### src/rtl/event_repeat_ctrl_pkg.sv
// Shared types for the event repeat controller.
// Edge-kind and FSM state encodings plus the edge match helper.
package event_repeat_pkg;

  typedef enum logic [1:0] {
    ANY   = 2'b00,
    POS   = 2'b01,
    NEG   = 2'b10,
    NEVER = 2'b11
  } edge_sel_e;

  typedef enum logic [1:0] {
    IDLE = 2'b00,
    ARM  = 2'b01,
    WAIT = 2'b10,
    DONE = 2'b11
  } state_e;

  function automatic logic edge_hit(
    input edge_sel_e s,
    input logic      p,
    input logic      n,
    input logic      a
  );
    logic h;
    h = 1'b0;
    unique case (s)
      ANY:   h = a;
      POS:   h = p;
      NEG:   h = n;
      NEVER: h = 1'b0;
    endcase
    return h;
  endfunction

endpackage

### src/rtl/event_repeat_ctrl_if.sv
// Control/status bundle between the repeat controller and its user.
// master drives the request side, slave is the controller.
interface event_repeat_ctrl_if #(
  parameter int CNT_W = 8
);
  logic             x;
  logic             iff_en;
  logic [1:0]       edge_sel;
  logic             start;
  logic [CNT_W-1:0] count;
  logic             abort;
  logic             busy;
  logic [CNT_W-1:0] remaining;
  logic             event_o;
  logic             done;
  logic             timeout;

  modport master (
    output x, iff_en, edge_sel,
    output start, count, abort,
    input  busy, remaining,
    input  event_o, done, timeout
  );

  modport slave (
    input  x, iff_en, edge_sel,
    input  start, count, abort,
    output busy, remaining,
    output event_o, done, timeout
  );

endinterface

### src/rtl/event_repeat_ctrl_edge_detect.sv
// Edge detector: one-cycle history of x and raw edge flags.
// Flags are combinational against the registered previous value.
module edge_detect (
  input  logic clk,
  input  logic rst_n,
  input  logic x,
  output logic pos,
  output logic neg,
  output logic any
);

  logic x_q;

  always_ff @(posedge clk) begin
    if (!rst_n) begin
      x_q <= 1'b0;
    end else begin
      x_q <= x;
    end
  end

  assign pos = x & ~x_q;
  assign neg = ~x & x_q;
  assign any = x ^ x_q;

endmodule

### src/rtl/event_repeat_ctrl.sv
// Counts qualified edges on x, then pulses done.
// Optional WAIT watchdog: define EVENT_REPEAT_CTRL_TIMEOUT_EN.
module event_repeat_ctrl #(
  parameter int CNT_W       = 8,
  parameter int TIMEOUT_CYC = 1000
) (
  input logic                clk,
  input logic                rst_n,
  event_repeat_ctrl_if.slave bus
);

  import event_repeat_pkg::*;

  state_e           state;
  logic             busy_q;
  logic             done_q;
  logic [CNT_W-1:0] rem_q;

  logic pos;
  logic neg;
  logic any;
  logic qual;
  logic ev;
  logic tmo;

  edge_detect u_edge (
    .clk   (clk),
    .rst_n (rst_n),
    .x     (bus.x),
    .pos   (pos),
    .neg   (neg),
    .any   (any)
  );

  assign qual = (state == WAIT)
              && bus.iff_en
              && edge_hit(edge_sel_e'(bus.edge_sel),
                          pos, neg, any);

  // abort wins over a coincident edge
  assign ev = qual && !bus.abort;

`ifdef EVENT_REPEAT_CTRL_TIMEOUT_EN
  localparam int TW =
    (TIMEOUT_CYC > 1) ? $clog2(TIMEOUT_CYC) : 1;

  logic [TW-1:0] tcnt;

  always_ff @(posedge clk) begin
    if (!rst_n) begin
      tcnt <= '0;
    end else if (state != WAIT || qual) begin
      tcnt <= '0;
    end else begin
      tcnt <= tcnt + 1'b1;
    end
  end

  assign tmo = (state == WAIT)
             && !bus.abort
             && !qual
             && (tcnt == TW'(TIMEOUT_CYC - 1));
`else
  assign tmo = 1'b0;
`endif

  always_ff @(posedge clk) begin
    if (!rst_n) begin
      state  <= IDLE;
      busy_q <= 1'b0;
      done_q <= 1'b0;
      rem_q  <= '0;
    end else begin
      done_q <= 1'b0;
      unique case (state)
        IDLE: begin
          if (bus.start) begin
            if (bus.count != '0) begin
              state  <= ARM;
              busy_q <= 1'b1;
              rem_q  <= bus.count;
            end else begin
              state  <= DONE;
              done_q <= 1'b1;
            end
          end
        end
        ARM: begin
          if (bus.abort) begin
            state  <= IDLE;
            busy_q <= 1'b0;
            rem_q  <= '0;
          end else begin
            state <= WAIT;
          end
        end
        WAIT: begin
          if (bus.abort || tmo) begin
            state  <= IDLE;
            busy_q <= 1'b0;
            rem_q  <= '0;
          end else if (qual) begin
            rem_q <= rem_q - 1'b1;
            if (rem_q == CNT_W'(1)) begin
              state  <= DONE;
              busy_q <= 1'b0;
              done_q <= 1'b1;
            end
          end
        end
        DONE: begin
          state <= IDLE;
          rem_q <= '0;
        end
      endcase
    end
  end

  assign bus.busy      = busy_q;
  assign bus.done      = done_q;
  assign bus.remaining = rem_q;
  assign bus.event_o   = ev;
  assign bus.timeout   = tmo;

endmodule

### src/flat_wrapper.sv
// flat-port wrapper written by rule: the top's interface ports become plain ports
module event_repeat_ctrl_flat import event_repeat_pkg::*;
#(
  parameter int CNT_W       = 8,
  parameter int TIMEOUT_CYC = 1000
)
  (clk, rst_n, bus_x, bus_iff_en, bus_edge_sel, bus_start, bus_count, bus_abort, bus_busy, bus_remaining, bus_event_o, bus_done, bus_timeout);
  event_repeat_ctrl_if #(.CNT_W(CNT_W)) bus_i ();
  input logic clk;
  input logic rst_n;
  input wire logic [$bits(bus_i.x)-1:0] bus_x;
  input wire logic [$bits(bus_i.iff_en)-1:0] bus_iff_en;
  input wire logic [$bits(bus_i.edge_sel)-1:0] bus_edge_sel;
  input wire logic [$bits(bus_i.start)-1:0] bus_start;
  input wire logic [$bits(bus_i.count)-1:0] bus_count;
  input wire logic [$bits(bus_i.abort)-1:0] bus_abort;
  output wire logic [$bits(bus_i.busy)-1:0] bus_busy;
  output wire logic [$bits(bus_i.remaining)-1:0] bus_remaining;
  output wire logic [$bits(bus_i.event_o)-1:0] bus_event_o;
  output wire logic [$bits(bus_i.done)-1:0] bus_done;
  output wire logic [$bits(bus_i.timeout)-1:0] bus_timeout;
  assign bus_i.x = bus_x;
  assign bus_i.iff_en = bus_iff_en;
  assign bus_i.edge_sel = bus_edge_sel;
  assign bus_i.start = bus_start;
  assign bus_i.count = bus_count;
  assign bus_i.abort = bus_abort;
  assign bus_busy = bus_i.busy;
  assign bus_remaining = bus_i.remaining;
  assign bus_event_o = bus_i.event_o;
  assign bus_done = bus_i.done;
  assign bus_timeout = bus_i.timeout;
  event_repeat_ctrl #(.CNT_W(CNT_W), .TIMEOUT_CYC(TIMEOUT_CYC)) u_core (.clk(clk), .rst_n(rst_n), .bus(bus_i));
endmodule
### config.mk
export PLATFORM = sky130hd
export DESIGN_NAME = event_repeat_ctrl_flat
export DESIGN_NICKNAME = d
export VERILOG_FILES = /design/src/rtl/event_repeat_ctrl_pkg.sv /design/src/rtl/event_repeat_ctrl_if.sv /design/src/rtl/event_repeat_ctrl_edge_detect.sv /design/src/rtl/event_repeat_ctrl.sv /design/src/flat_wrapper.sv
export SDC_FILE = /design/constraint.sdc
export NUM_CORES = 1
export LEC_CHECK = 0
export ABC_AREA = 1
export ABC_CLOCK_PERIOD_IN_PS = 3100
export CORE_MARGIN = 1.5
export CORE_UTILIZATION = 51
export CTS_BUF_LIST = sky130_fd_sc_hd__clkbuf_16
export CTS_CLUSTER_SIZE = 40
export DETAILED_ROUTE_END_ITERATION = 10
export PLACE_DENSITY = 0.84
export REMOVE_ABC_BUFFERS = 1
export SYNTH_ARGS = -nofsm -noshare
export SYNTH_HDL_FRONTEND = slang
export SYNTH_SLANG_ARGS = --single-unit
### constraint.sdc
create_clock -name clk -period 3.1 [get_ports clk]
set_clock_uncertainty 0.05 [all_clocks]
set_input_delay 0.31 -clock clk [delete_from_list [all_inputs] [get_ports clk]]
set_output_delay 0.31 -clock clk [all_outputs]
set_load 0.03 [all_outputs]
==> results.yml <==
grt:
  grt_overflow: 0
  grt_max_degree: 16
  grt_pass1_wl_um: 3880
  grt_pass1_vias: 963
  track_usage: 0.244
  antenna_found_initial: 0
die:
  dieArea_mm2: 0.00223
  core_mm2: 0.00178
  die_x_um: 47.3
  num_rows: 15
  initial_core_util: 0.561
  die_h_um: 47.3
  ioPinCount: 28
placed_design:
  dpl.hpwl_um: 1810
  gp_congestion: 0.895
  port_buffers: 26
  placed_cells: 212
worst_hold_path:
  worstHoldPathType: "register to register"
sta:
  setup_violations: 0
  grt_setup_unrepaired: "no"
  hold_violations: 0
  tns_ps: 0
  drv_slew: 0
  max_freq_ghz: 0.389
  fin_crit_sh: 0.830
  fin_crit_ps: 2570
setup_path:
  crit_path_max_fanout: 3
  max_stage_delay_ps: 680
  arrival_ps: 2210
  cp_common_cell: "clkdlybuf4s50_1"
  crit_path_cell_trace: "clkdlybuf4s50_1 > inv_1 > ha_1 > a21oi_2 > nand2_1 > nor2_1 > clkdlybuf4s50_1"
  startpoint_type: "primary input"
  end_kind: "output pin"
  cpMaxStageDelayCell: "clkdlybuf4s50_1"
  required_ps: 2740
  critPathKind: "primary input to output pin"
finish:
  utilization: 0.754
  area_delta_synth_final_pct: 34.4
  drive_gt1_frac: 0.0942
  final_cells: 216
  final_net_count: 216
  num_antenna_cells: 0
cts:
  hold_buffers: 0
  cts_root_buf: "clkbuf_16"
  cts_setup_buffers: 0
  cts_made_buffers: 3
  ctsResizeCount: 0
  clock_latency_ps: 240
  clockBufferDepth: 2
  cts_max_level: 1
  clk_pin_slew_ps: 50
  cts_tree: "built"
  clock_sinks: 13
yosys:
  syn_area_um2: 1000
  synth_most_common_cell: "nand2_1"
  synth-seq-cells: 13
  ys_top_cells_by_count: "nand2_1, nor2_1, inv_1, dfxtp_1, o21ai_0"
  synth-async-reset-ratio: 0
  synth_ff_type: "dfxtp_1"
  synth_top_area_frac: 0.260
  syn_inst: 165
  yosysSeqAreaShare: 0.260
  yosysWarnings: 0
  ys_top_cells_by_area: "dfxtp_1, nand2_1, nor2_1"
  syn-mean-instance-area_um2: 6.06
  yosysTopAreaCell: "dfxtp_1"
  synth_cell_types: 25
  synth_edf_count: 0
detailed_routing:
  wl_per_cell_um: 10.9
  drcViolationCount: 0
  routed_via_density: 5.07
  dr.pass1.iters: 4
  drt_iter0_drc: 23
  dr_total_vias: 1096
  antenna_left: 0
  wirelength_um: 2360
power:
  ir_worst_vdd_mv: 0.613
  p_leak_nw: 0.649
  powerDensity_mw_per_mm2: 990
outcome:
  status: "completed"
run:
  maxCapViolations: 0
## power breakdown
| part | total [mW] | switching, mW | internal (mW) | leakage, nW |
|---|---|---|---|---|
| clock | 0.247 | 0.0752 | 0.172 | 0.0409 |
| combinational | 0.797 | 0.507 | 0.290 | 0.500 |
| sequential | 0.286 | 0.0506 | 0.236 | 0.108 |
## critical path: cells and delay by family
kind | cells | cell delay [ps]
buffers and inverters | 3 | 1230
AND/OR/NAND/NOR | 2 | 210
adder cells (fa/ha/maj) | 1 | 300
AO/OA/AOI/OAI | 1 | 160
## state kept, by name (all words and copies together), names as in the netlist
| register | flops |
|---|---|
| u_core.u_edge.x_q | 1 |
| u_core.state | 2 |
| u_core.bus.done | 1 |
| u_core.bus.remaining | 8 |
| u_core.bus.busy | 1 |
## kinds of logic after synthesis
group                      share of synthesized area
xor gates and xnor gates                     0.00876
DFF                                            0.260
AOI/OAI and AO/OA                              0.105
and+or+nand+nor                                0.397
adders and majority gates                      0.100
other                                        0.00375
buffers and inverters                          0.125
## routing by layer
metal	up-vias	GRT usage	wire length (µm)
met5	-	0	0
met4	0	0.0833	34
met3	5	0.0346	146
met2	43	0.424	1130
met1	486	0.303	1040
li1	562	-	-
## through the flow
| step | total power, mW | setup WS (ps) | hold WS (ps) | area, µm² |
|---|---|---|---|---|
| after floorplan | 0.846 | 1460 | 353 | 972 |
| after global placement | 1.06 | 592 | 420 | 1260 |
| after detailed placement | 1.08 | 543 | 430 | 1260 |
| after CTS | 1.34 | 532 | 442 | 1340 |
| after global routing | 1.45 | 444 | 460 | 1340 |
| final | 1.33 | 527 | 438 | 1340 |
## cell type report
type	count	area (µm²)
Multi-Input combinational cell	122	614
Sequential cell	13	260
Fill cell	148	439
Inverter	26	97.6
Clock buffer	3	75.1
Timing Repair Buffer	26	260
Clock inverter	1	5.00
Tap cell	25	31.3
## final timing paths
path | startpoint | endpoint | slack, ps | cells past startpoint
worst max-delay path | bus_x | bus_event_o | 530 | 7
worst min register to register | u_core.bus.busy$_SDFFE_PN0P_ | u_core.bus.busy$_SDFFE_PN0P_ | 440 | 2
worst min-delay path | u_core.bus.busy$_SDFFE_PN0P_ | u_core.bus.busy$_SDFFE_PN0P_ | 440 | 2
worst max register to register | u_core.state[0]$_SDFFE_PN0P_ | u_core.bus.remaining[7]$_SDFFE_PN0P_ | 1180 | 11
## cell usage in the layout (no fill, tap or decap)
| master | instances |
|---|---|
| nand2_1 | 42 |
| clkinv_2 | 1 |
| nor3_1 | 2 |
| nand2_2 | 3 |
| dfxtp_1 | 13 |
| or2_1 | 1 |
| ha_1 | 8 |
| a21oi_1 | 4 |
| nor2_1 | 29 |
| inv_2 | 4 |
| xor2_1 | 1 |
| nand4_1 | 2 |
| a21oi_2 | 1 |
| clkdlybuf4s50_1 | 26 |
| nand2_4 | 1 |
| inv_1 | 22 |
| nor2_2 | 5 |
| o21ai_1 | 2 |
| o21ai_0 | 9 |
| o22ai_1 | 2 |
| a32oi_1 | 1 |
| nand3_1 | 8 |
| conb_1 | 1 |
| clkbuf_16 | 3 |
Note: power is estimated with default switching activity, not from simulation.
